--- src/rtl/pipe_reg_n.sv ---
// pipe_reg_n: N-stage pipeline register for DSP operand/result paths.
// Each stage carries a data word and a valid tag. The block also keeps an
// occupancy count of the valid stages. DEPTH=0 gives a purely
// combinational bypass.
module pipe_reg_n #(
  parameter int               WIDTH        = 18,
  parameter int               DEPTH        = 1,
  parameter logic [WIDTH-1:0] RST_VAL      = '0,
  parameter bit               HOLD_INVALID = 1'b0,
  parameter int               CNT_W        = 5
) (
  input  logic             i_clk,
  input  logic             i_rst_n,
  input  logic             i_ce,
  input  logic             i_sclr,
  input  logic             i_in_vld,
  input  logic [WIDTH-1:0] i_in,
  output logic [WIDTH-1:0] o_out,
  output logic             o_out_vld,
  output logic [CNT_W-1:0] o_count,
  output logic             o_full,
  output logic             o_empty
);

  // Catch illegal parameter sets at elaboration.
  // The count must be able to hold DEPTH.
  if ((WIDTH < 1) || (DEPTH < 0) || (DEPTH > 16) || (CNT_W < 1) ||
      ((CNT_W < 31) && ((1 << CNT_W) <= DEPTH))) begin : g_param_err
    $error("pipe_reg_n: illegal parameters WIDTH=%0d DEPTH=%0d CNT_W=%0d",
           WIDTH, DEPTH, CNT_W);
  end

  if (DEPTH == 0) begin : g_bypass
    // No storage. Clock, reset and control inputs are intentionally ignored.
    logic w_unused_ctrl;
    assign w_unused_ctrl = ^{i_clk, i_rst_n, i_ce, i_sclr};

    assign o_out     = i_in;
    assign o_out_vld = i_in_vld;
    assign o_count   = '0;
    assign o_full    = 1'b1;
    assign o_empty   = 1'b1;
  end else begin : g_pipe
    logic [WIDTH-1:0] r_data [DEPTH];
    logic [DEPTH-1:0] r_vld;
    logic [CNT_W-1:0] r_count;
    logic [WIDTH-1:0] w_data_in [DEPTH];
    logic [DEPTH-1:0] w_vld_in;

    // Word and tag presented to each stage: the input port for stage 0,
    // otherwise the previous stage.
    always_comb begin
      w_vld_in     = '0;
      w_vld_in[0]  = i_in_vld;
      w_data_in[0] = i_in;
      for (int k = 1; k < DEPTH; k++) begin
        w_data_in[k] = r_data[k-1];
        w_vld_in[k]  = r_vld[k-1];
      end
    end

    // Stage registers.
    // The valid tags always advance when enabled. With HOLD_INVALID set,
    // a data stage keeps its last valid word when an invalid slot passes
    // through it.
    always_ff @(posedge i_clk or negedge i_rst_n) begin
      if (!i_rst_n) begin
        r_vld <= '0;
        for (int k = 0; k < DEPTH; k++) r_data[k] <= RST_VAL;
      end else if (i_sclr) begin
        r_vld <= '0;
        for (int k = 0; k < DEPTH; k++) r_data[k] <= RST_VAL;
      end else if (i_ce) begin
        r_vld <= w_vld_in;
        for (int k = 0; k < DEPTH; k++) begin
          if (!HOLD_INVALID || w_vld_in[k]) r_data[k] <= w_data_in[k];
        end
      end
    end

    // Occupancy counter.
    // A word entering adds one and a word leaving the last stage subtracts
    // one, so the count equals the number of set valid tags.
    always_ff @(posedge i_clk or negedge i_rst_n) begin
      if (!i_rst_n) begin
        r_count <= '0;
      end else if (i_sclr) begin
        r_count <= '0;
      end else if (i_ce) begin
        r_count <= r_count + CNT_W'(i_in_vld) - CNT_W'(r_vld[DEPTH-1]);
      end
    end

    assign o_out     = r_data[DEPTH-1];
    assign o_out_vld = r_vld[DEPTH-1];
    assign o_count   = r_count;
    assign o_full    = (r_count == CNT_W'(DEPTH));
    assign o_empty   = (r_count == '0);
  end

endmodule

--- config.mk ---
export PLATFORM = sky130hd
export DESIGN_NAME = pipe_reg_n
export DESIGN_NICKNAME = d
export VERILOG_FILES = /design/src/rtl/pipe_reg_n.sv
export SDC_FILE = /design/constraint.sdc
export NUM_CORES = 1
export LEC_CHECK = 0
export ABC_AREA = 1
export CORE_MARGIN = 3
export CORE_UTILIZATION = 40
export CTS_BUF_LIST = sky130_fd_sc_hd__clkbuf_2 sky130_fd_sc_hd__clkbuf_4 sky130_fd_sc_hd__clkbuf_8
export CTS_CLUSTER_SIZE = 12
export DETAILED_ROUTE_END_ITERATION = 8
export HOLD_SLACK_MARGIN = 0.1
export PLACE_DENSITY = 0.85
export SLEW_MARGIN = 5
export SYNTH_ARGS = -nofsm -noshare
export SYNTH_HDL_FRONTEND = slang
export SYNTH_SLANG_ARGS = --single-unit
--- constraint.sdc ---
create_clock -name i_clk -period 4.9 [get_ports i_clk]
set_input_delay 0.98 -clock i_clk [delete_from_list [all_inputs] [get_ports i_clk]]
set_output_delay 0.98 -clock i_clk [all_outputs]
set_load 0.02 [all_outputs]
==> results.yml, run 1 <==
floorplan:
  start_util: 0.4391
  die-area_sq_um: 3491
  die_h_um: 59.09
  io_pins: 49
  core_region_area_sq_um: 2567
  die_w_um: 59.09
  num_rows: 18
pwr:
  p_total_mw: 0.5525
  vdd_drop_max_mv: 0.2865
  netSwitchingPower_mw: 0.1695
  p_leak_nw: 0.7811
  internal_power_mw: 0.3830
  p_seq_frac: 0.413
  power.density_nw_per_um2: 334.3
  p_comb_frac: 0.325
  swShare: 0.3068
  pwr-share-clk: 0.263
yosys:
  syn_avg_cell_area_sq_um: 11.05
  synth-edff-count: 0
  synth_xor_area_frac: 0.007769
  ys_ff_latch: 24
  yosys-top-cells-area: "dfrtp_1 53%, a22o_1 14%, ha_1 6.7%"
  synthMuxAreaShare: 0
  async_reset_ff_frac: 1.000
  yosys.area_share.simple: 0.1154
  synth_cell_types: 20
  synthesis.nets: 132
  synthAdderAreaFrac: 0.08435
  ys.flop_type: "dfrtp_1"
  synth_most_common_cell: "dfrtp_1"
  synth_top_family_by_area: "compound AO/OA/AOI/OAI gates"
  synth.top_cells.by_count: "24 x dfrtp_1, 18 x a22o_1, 17 x nand2_1"
  synth_compound_area_frac: 0.1643
  synth_top_cell_by_area: "dfrtp_1"
  synth_area_sq_um: 1127
  netlist.area_leader.share: 0.5327
  synth-seq-area-share: 0.5327
  synth_cells: 102
  yosysWarnings: 0
clock_tree:
  insertion_delay_ns: 0.32
  cts_max_level: 1
  cts_tree: "yes"
  cts_made_buffers: 3
  hold_buffers: 0
  max-clock-path-buffers: 2
  cts_setup_buffers: 0
  ctsResizeCount: 0
  cts_sinks: 24
  clkTransAtPathRegs_ns: 0.14
  root_buffer: "clkbuf_4"
global_routing:
  antenna_found_initial: 0
  grt_pass1_wl_um: 4340
  grt_overflow: 0
  first_global_vias: 970
  grt_use_total: 0.1652
  grt_max_degree: 25
run:
  maxCapViolCount: 0
routing:
  antenna_left: 0
  first_pass_iters: 4
  viasPerCell: 5.061
  dr.first_iter.drc_count: 13
  drc: 0
  wl_per_cell_um: 14.74
  routed_wl_um: 2654
  num_vias: 911
sta:
  slew_violations: 0
  finalHoldViolCount: 0
  min_period_over_period: 0.5918
  worst_slew_pin_slew_ns: 1.014
  finalCriticalPeriod_ns: 2.900
  timing.final.ws_setup_ns: 2.000
  rsz0062_at_grt: "false"
  max-slew-margin-rel: 0.3219
  finalSetupViolations: 0
  fmax_mhz: 344.9
  tns_ns: 0
  fin_worst_skew_ns: 0.003043
final_layout:
  finalNetCount: 181
  diodes: 0
  area_growth_pct: 46.62
  fin_cells: 180
  stdcell_area_sq_um: 1653
  drive_gt1_frac: 0.08000
worst_setup_path:
  startpoint_type: "register"
  crit_type: "reg2out"
  arrival_ns: 1.92
  crit_path_end_kind: "primary output"
  cp.required_ns: 3.92
  critical_path.max_fanout: 3
hold_path:
  min_path_type: "reg2reg"
placement:
  place.gp.congestion: 0.8060
  pre_cts_ws_ns: 2.293
  place_area_sq_um: 1600
  portBuffers: 48
  dp_hpwl_um: 1988
  dp_cells: 176
outcome:
  outcome: "finished, final reports clean"
[cells by family after synthesis]
kind of cell / Yosys count
adders and majority gates: 7
xor gates and xnor gates: 1
and+or+nand+nor: 28
DFF: 24
AOI/OAI and AO/OA: 22
buffers and inverters: 20
[stage by stage]
| step | utilization | hold slack, ns |
|---|---|---|
| after floorplan | - | 0.6110 |
| after global placement | 0.6233 | 0.4781 |
| after detailed placement | 0.6233 | 0.4805 |
| after CTS | 0.6438 | 0.5188 |
| after global routing | 0.6438 | 0.5324 |
| final | 0.6438 | 0.5142 |
[area by class of cell]
cell class | count | area, sq um
fill | 222 | 914.6
clock inverter | 1 | 30.03
inverter | 16 | 62.56
tap | 30 | 37.54
multi-input combinational | 58 | 419.2
timing repair buffer | 48 | 480.5
sequential | 24 | 600.6
clock buffer | 3 | 22.52
[cells in the final DEF, fill, tap and decap left out]
| cell | instances |
|---|---|
| clkdlybuf4s50_1 | 48 |
| dfrtp_1 | 24 |
| a22o_1 | 18 |
| nand2_1 | 17 |
| inv_1 | 12 |
| ha_1 | 6 |
| inv_2 | 3 |
| nand3_1 | 3 |
| clkbuf_4 | 3 |
| nor4_1 | 2 |
| nor2_1 | 2 |
| o22ai_1 | 2 |
| nand2_2 | 1 |
| nand2_4 | 1 |
| inv_4 | 1 |
| or2_2 | 1 |
| nand3b_1 | 1 |
| xor2_1 | 1 |
| o21ai_0 | 1 |
| a22o_2 | 1 |
| fa_1 | 1 |
| bufinv_16 | 1 |
[state kept, by name, summed over array words and instances, names as in the netlist]
signal / flops
o_out: 18
o_out_vld: 1
o_count: 5
[layer usage]
layer,GRT usage,part of all wire,vias to the layer above
met4,0.06796,0.022,0
met1,0.2264,0.45,425
met5,0,0,-
met3,0.02614,0.060,6
li1,-,-,438
met2,0.2603,0.47,42
[path summary, 6_finish.rpt]
path | startpoint | to | slack [ns] | cells past startpoint
max in group asynchronous | i_rst_n | o_count[2] | 3.10 | 1
setup reg to reg | o_count[0] | o_count[4] | 2.95 | 12
min in group asynchronous | i_rst_n | o_out[15] | 1.20 | 1
hold reg to reg | o_out[2] | o_out[2] | 0.51 | 1
hold / removal | o_out[2] | o_out[2] | 0.51 | 1
setup / recovery | o_count[2] | o_full | 2.00 | 5
[critical path, stage by stage, from the launching register on]
cell and delay [ns]:
dfrtp_1 0.43, inv_1 0.11, ha_1 0.15, inv_1 0.05
nor4_1 0.21, clkdlybuf4s50_1 0.65
[power groups by stage]
stage | logic, mW | clock network, mW | registers (mW)
3_5_place_dp | 0.179 | 0 | 0.231
4_1_cts | 0.181 | 0.144 | 0.228
3_3_place_gp | 0.170 | 0 | 0.231
2_1_floorplan | 0.0800 | 0 | 0.249
6_report | 0.179 | 0.145 | 0.228
5_1_grt | 0.197 | 0.152 | 0.231
(Power assumes the default switching activity.)
==> inputs of run 2 (changes only) <==
- clock period: 4.9 -> 2.7 ns (I/O delays scaled with it)
==> results.yml, run 2 (synthesis results as in run 1) <==
final_layout:
  drive_gt1_frac: 0.08609
  layout_commonest_cell: "clkdlybuf4s50_1"
  stdcell_area_sq_um: 1660
  layout_common_cells: "48 x clkdlybuf4s50_1, 24 x dfrtp_1, 18 x a22o_1"
  n_fill_cell: 229
  finalNetCount: 182
  diodes: 0
  area_growth_pct: 47.28
  fin_util: 0.6467
  largest_reg_flops: 18
sta:
  worst_slew_pin_slew_ns: 0.3694
  finalHoldViolCount: 0
  fmax_mhz: 407.2
  rsz0062_at_grt: "false"
  finalCriticalPeriod_ns: 2.456
  slew_violations: 0
  max-slew-margin-rel: 0.7534
  finalSetupViolations: 0
  min_period_over_period: 0.9095
  fin_worst_skew_ns: 0.004910
  tns_ns: 0
routing:
  drc: 0
  antenna_left: 0
  viasPerCell: 5.039
  num_vias: 912
  routed_wl_um: 2652
  wl_per_cell_um: 14.65
  first_pass_iters: 4
  dr.first_iter.drc_count: 20
worst_setup_path:
  cp-startpoint: "o_count[3]"
  reg2reg_slack_ns: 0.76
  cp_slowest_cell: "clkdlybuf4s50_1"
  crit_chain: "inv_1 -> ha_1 -> inv_1 -> nor4_1 -> clkdlybuf4s50_1"
  critPathMostFrequentCell: "inv_1"
  reg2reg_depth: 12
  crit_type: "reg2out"
  cp.required_ns: 2.16
  arrival_ns: 1.92
  cp-endpoint: "o_full"
  max_stage_delay_ns: 0.65
  critical_path.max_fanout: 4
  r2r_start: "o_count[0]"
  reg2reg_to: "o_count[4]"
  startpoint_type: "register"
  crit_path_end_kind: "primary output"
clock_tree:
  cts_sinks: 24
  clkTransAtPathRegs_ns: 0.13
  root_buffer: "clkbuf_4"
  cts_made_buffers: 3
  max-clock-path-buffers: 2
  cts_tree: "yes"
  cts_setup_buffers: 0
  ctsResizeCount: 0
  insertion_delay_ns: 0.30
  hold_buffers: 0
  cts_max_level: 1
floorplan:
  io_pins: 49
  start_util: 0.4391
  num_rows: 18
  die-area_sq_um: 3491
  die_w_um: 59.09
  die_h_um: 59.09
  core_region_area_sq_um: 2567
global_routing:
  grt_pass1_wl_um: 4374
  grt_use_total: 0.1647
  first_global_vias: 960
  grt_overflow: 0
  grt_max_degree: 25
  antenna_found_initial: 0
pwr:
  vdd_drop_max_mv: 0.4534
  power.density_nw_per_um2: 595.2
  p_leak_nw: 0.7859
  p_total_mw: 0.9883
placement:
  portBuffers: 48
  place.gp.congestion: 0.8055
  place_area_sq_um: 1608
  dp_hpwl_um: 1982
hold_path:
  min_path_type: "reg2reg"
  min_from: "o_out[2]"
outcome:
  outcome: "finished, final reports clean"
run:
  maxCapViolCount: 0
-- run 2: changes by cell type in the layout (fill, tap and decap cells not counted), sizes merged --
cell,before,now
buf,0,1
-- run 2: worst min-delay path by stage --
stage | end | slack, ns | cells after the start
after floorplan | o_count[0] | 0.24 | 0
after global placement | o_out[5] | 0.48 | 1
after detailed placement | o_out[9] | 0.48 | 1
after CTS | o_out[2] | 0.52 | 1
after global routing | o_out[9] | 0.54 | 1
final | o_out[2] | 0.51 | 1
-- run 2: stage by stage --
step           setup slack [ns]  instances  hold slack (ns)
2_1_floorplan            0.7264        102           0.2444
3_3_place_gp             0.5952        177           0.4780
3_5_place_dp             0.5035        177           0.4788
4_1_cts                  0.2269        181           0.5167
5_1_grt                 0.03964        181           0.5374
6_report                 0.2444        181           0.5123
-- run 2: power by group --
group	internal [mW]	switching, mW
combinational	0.157	0.165
sequential	0.388	0.0266
clock	0.150	0.102
total	0.695	0.293
-- run 2: layout make-up --
type                            count  area, sq um  share of cell area
Tap cell                           30        37.54             0.02261
Clock buffer                        3        22.52             0.01356
Sequential cell                    24        600.6              0.3617
Multi-Input combinational cell     58        419.2              0.2524
Timing Repair Buffer               49        488.0              0.2939
Clock inverter                      1        30.03             0.01809
Inverter                           16        62.56             0.03768
-- run 2: routing by layer --
layer / up-vias / global-route usage / share of wire
li1: 443 / - / -
met4: 0 / 0.06149 / 0.017
met5: - / 0 / 0
met1: 427 / 0.2164 / 0.44
met2: 38 / 0.2681 / 0.47
met3: 4 / 0.03268 / 0.069
-- run 2: critical path: cells and delay by family, from the launching register on --
kind,cells,cell delay (ns)
adders and majority gates,1,0.14
buffers and inverters,3,0.80
DFF,1,0.44
and+or+nand+nor,1,0.22
==> RTL edit: new RTL, config.mk and constraints of run 2 <==
`WIDTH`: 18 -> 9.
--- a/src/rtl/pipe_reg_n.sv
+++ b/src/rtl/pipe_reg_n.sv
@@ -3,7 +3,7 @@
 // occupancy count of the valid stages. DEPTH=0 gives a purely
 // combinational bypass.
 module pipe_reg_n #(
-  parameter int               WIDTH        = 18,
+  parameter int               WIDTH        = 9,
   parameter int               DEPTH        = 1,
   parameter logic [WIDTH-1:0] RST_VAL      = '0,
   parameter bit               HOLD_INVALID = 1'b0,
Interface: changed (resized i_in and o_out); port bits go from 49 to 31. No check against the original RTL was run, so the function may have changed too.
==> RTL edit against run 2 <==
  * Highest routed layer unchanged
  * Largest cell class unchanged
  * Power is 35% lower
  * Final area is 32% lower
  * Sequential cell count is 9 lower
  * Area after synthesis is 30% lower
  * Critical path depth stayed put
  * Critical path type unchanged
  * Routed wire length is 28% lower
  * Setup slack better by 0.0065 ns
==> RTL edit: results (changes against run 2) <==
status complete, no violations (unchanged); Placer Congestion 0.791 (was 0.806); Lkg Pwr 0.556 nW (was 0.786 nW); met3 wire len 88 um (was 182 um); Hold Crit Endpoint o_out[0] (was o_out[2]); worst vdd rail ir drop 0.000378 V (was 0.000453 V); actual slew at the worst max-slew pin 0.661 ns (was 0.369 ns); Yosys cell types 17 (was 20); DP Area 1100 um2 (was 1610 um2); min-delay src o_out[0] (was o_out[2]); vias in the first global route 687 (was 960); first-pass GRT wire length 3.31 mm (was 4.37 mm); Seq/Total Area, Yosys 0.472 (was 0.533); most area-consuming cells after synthesis dfrtp_1 (47%), ha_1 (9.4%), nand2_1 (9.0%), a22o_1 (8.8%), inv_1 (6.6%) (was dfrtp_1 (53%), a22o_1 (14%), ha_1 (6.7%), nand2_1 (5.7%), buf_6 (4.0%)); wire length per cell 13.6 um (was 14.7 um); Synth Net Count 105 (was 132); CTS clk-pin slew, worst paths 0.10 ns (was 0.13 ns); largest net degree at the start of global routing 16 (was 25); DP HPWL 1.50 mm (was 1.98 mm); drt first pass iters 4 (unchanged); R2R setup slack 0.72 ns (was 0.76 ns); DR WL met2 992 um (was 1.25 mm); Fin Clk Skew 0.0129 ns (was 0.00491 ns); All-Layer GR Usage 0.173 (was 0.165); CP max FO 3 (was 4); DRT met1 WL 810 um (was 1.17 mm)
[RTL edit: cell types whose count changed after synthesis, moves of 2 or more]
cell / delta
a22o_1: -10
buf_6: -2
dfrtp_1: -9
nand2_1: +2
inv_1: +2
[RTL edit: metal layers]
| metal | global-route usage | up-vias |
|---|---|---|
| met1 | 0.210 | 329 |
| met4 | 0.0538 | 0 |
| met3 | 0.0475 | 4 |
| met5 | 0 | - |
| li1 | - | 337 |
| met2 | 0.296 | 21 |
[RTL edit: metrics by stage]
step	hold slack (ns)	setup slack [ns]	std cells
3_3_place_gp	0.479	0.596	137
4_1_cts	0.506	0.223	141
5_1_grt	0.524	0.0482	141
2_1_floorplan	0.244	0.726	84
6_report	0.503	0.251	141
3_5_place_dp	0.480	0.503	137
[RTL edit: cell families (layout without fill, tap and decap cells)]
kind of cell,Yosys count,after routing,synth area share
flip-flops,15,15,0.472
adder cells (fa/ha/maj),7,7,0.120
AND/OR/NAND/NOR,30,30,0.165
AO/OA/AOI/OAI,13,13,0.134
buffers and inverters,19,51,0.109
[RTL edit: worst max path at each step]
stage                from    endpoint  cells after the start
5_1_grt        o_count[3]     o_empty                      5
4_1_cts        o_count[3]     o_empty                      5
3_3_place_gp     i_in_vld  o_count[4]                     10
6_report       o_count[2]     o_empty                      5
2_1_floorplan  o_count[3]     o_empty                      4
3_5_place_dp     i_in_vld  o_count[4]                     10
[RTL edit: report_power, final]
group | internal, W | switching, W
sequential | 0.000245 | 0.0000201
clock | 0.0000551 | 0.0000774
combinational | 0.000117 | 0.000131
total | 0.000417 | 0.000228
[RTL edit: cell type report]
| cell class | instances | area [um2] |
|---|---|---|
| clock inverter | 1 | 5.00 |
| timing repair buffer | 30 | 300 |
| fill | 155 | 671 |
| multi-input combinational | 50 | 333 |
| inverter | 17 | 63.8 |
| sequential | 15 | 375 |
| clock buffer | 3 | 22.5 |
| tap | 25 | 31.3 |
[RTL edit: worst register-to-register path, cell delays in order (launching register included)]
cell and delay [ns]:
dfrtp_1 0.41, inv_1 0.11, ha_1 0.24, inv_1 0.06
ha_1 0.15, inv_1 0.06, fa_1 0.39, inv_1 0.08
nand2_1 0.07, nand2_1 0.08, nand3_1 0.08, nand3_1 0.08
nand2_1 0.06
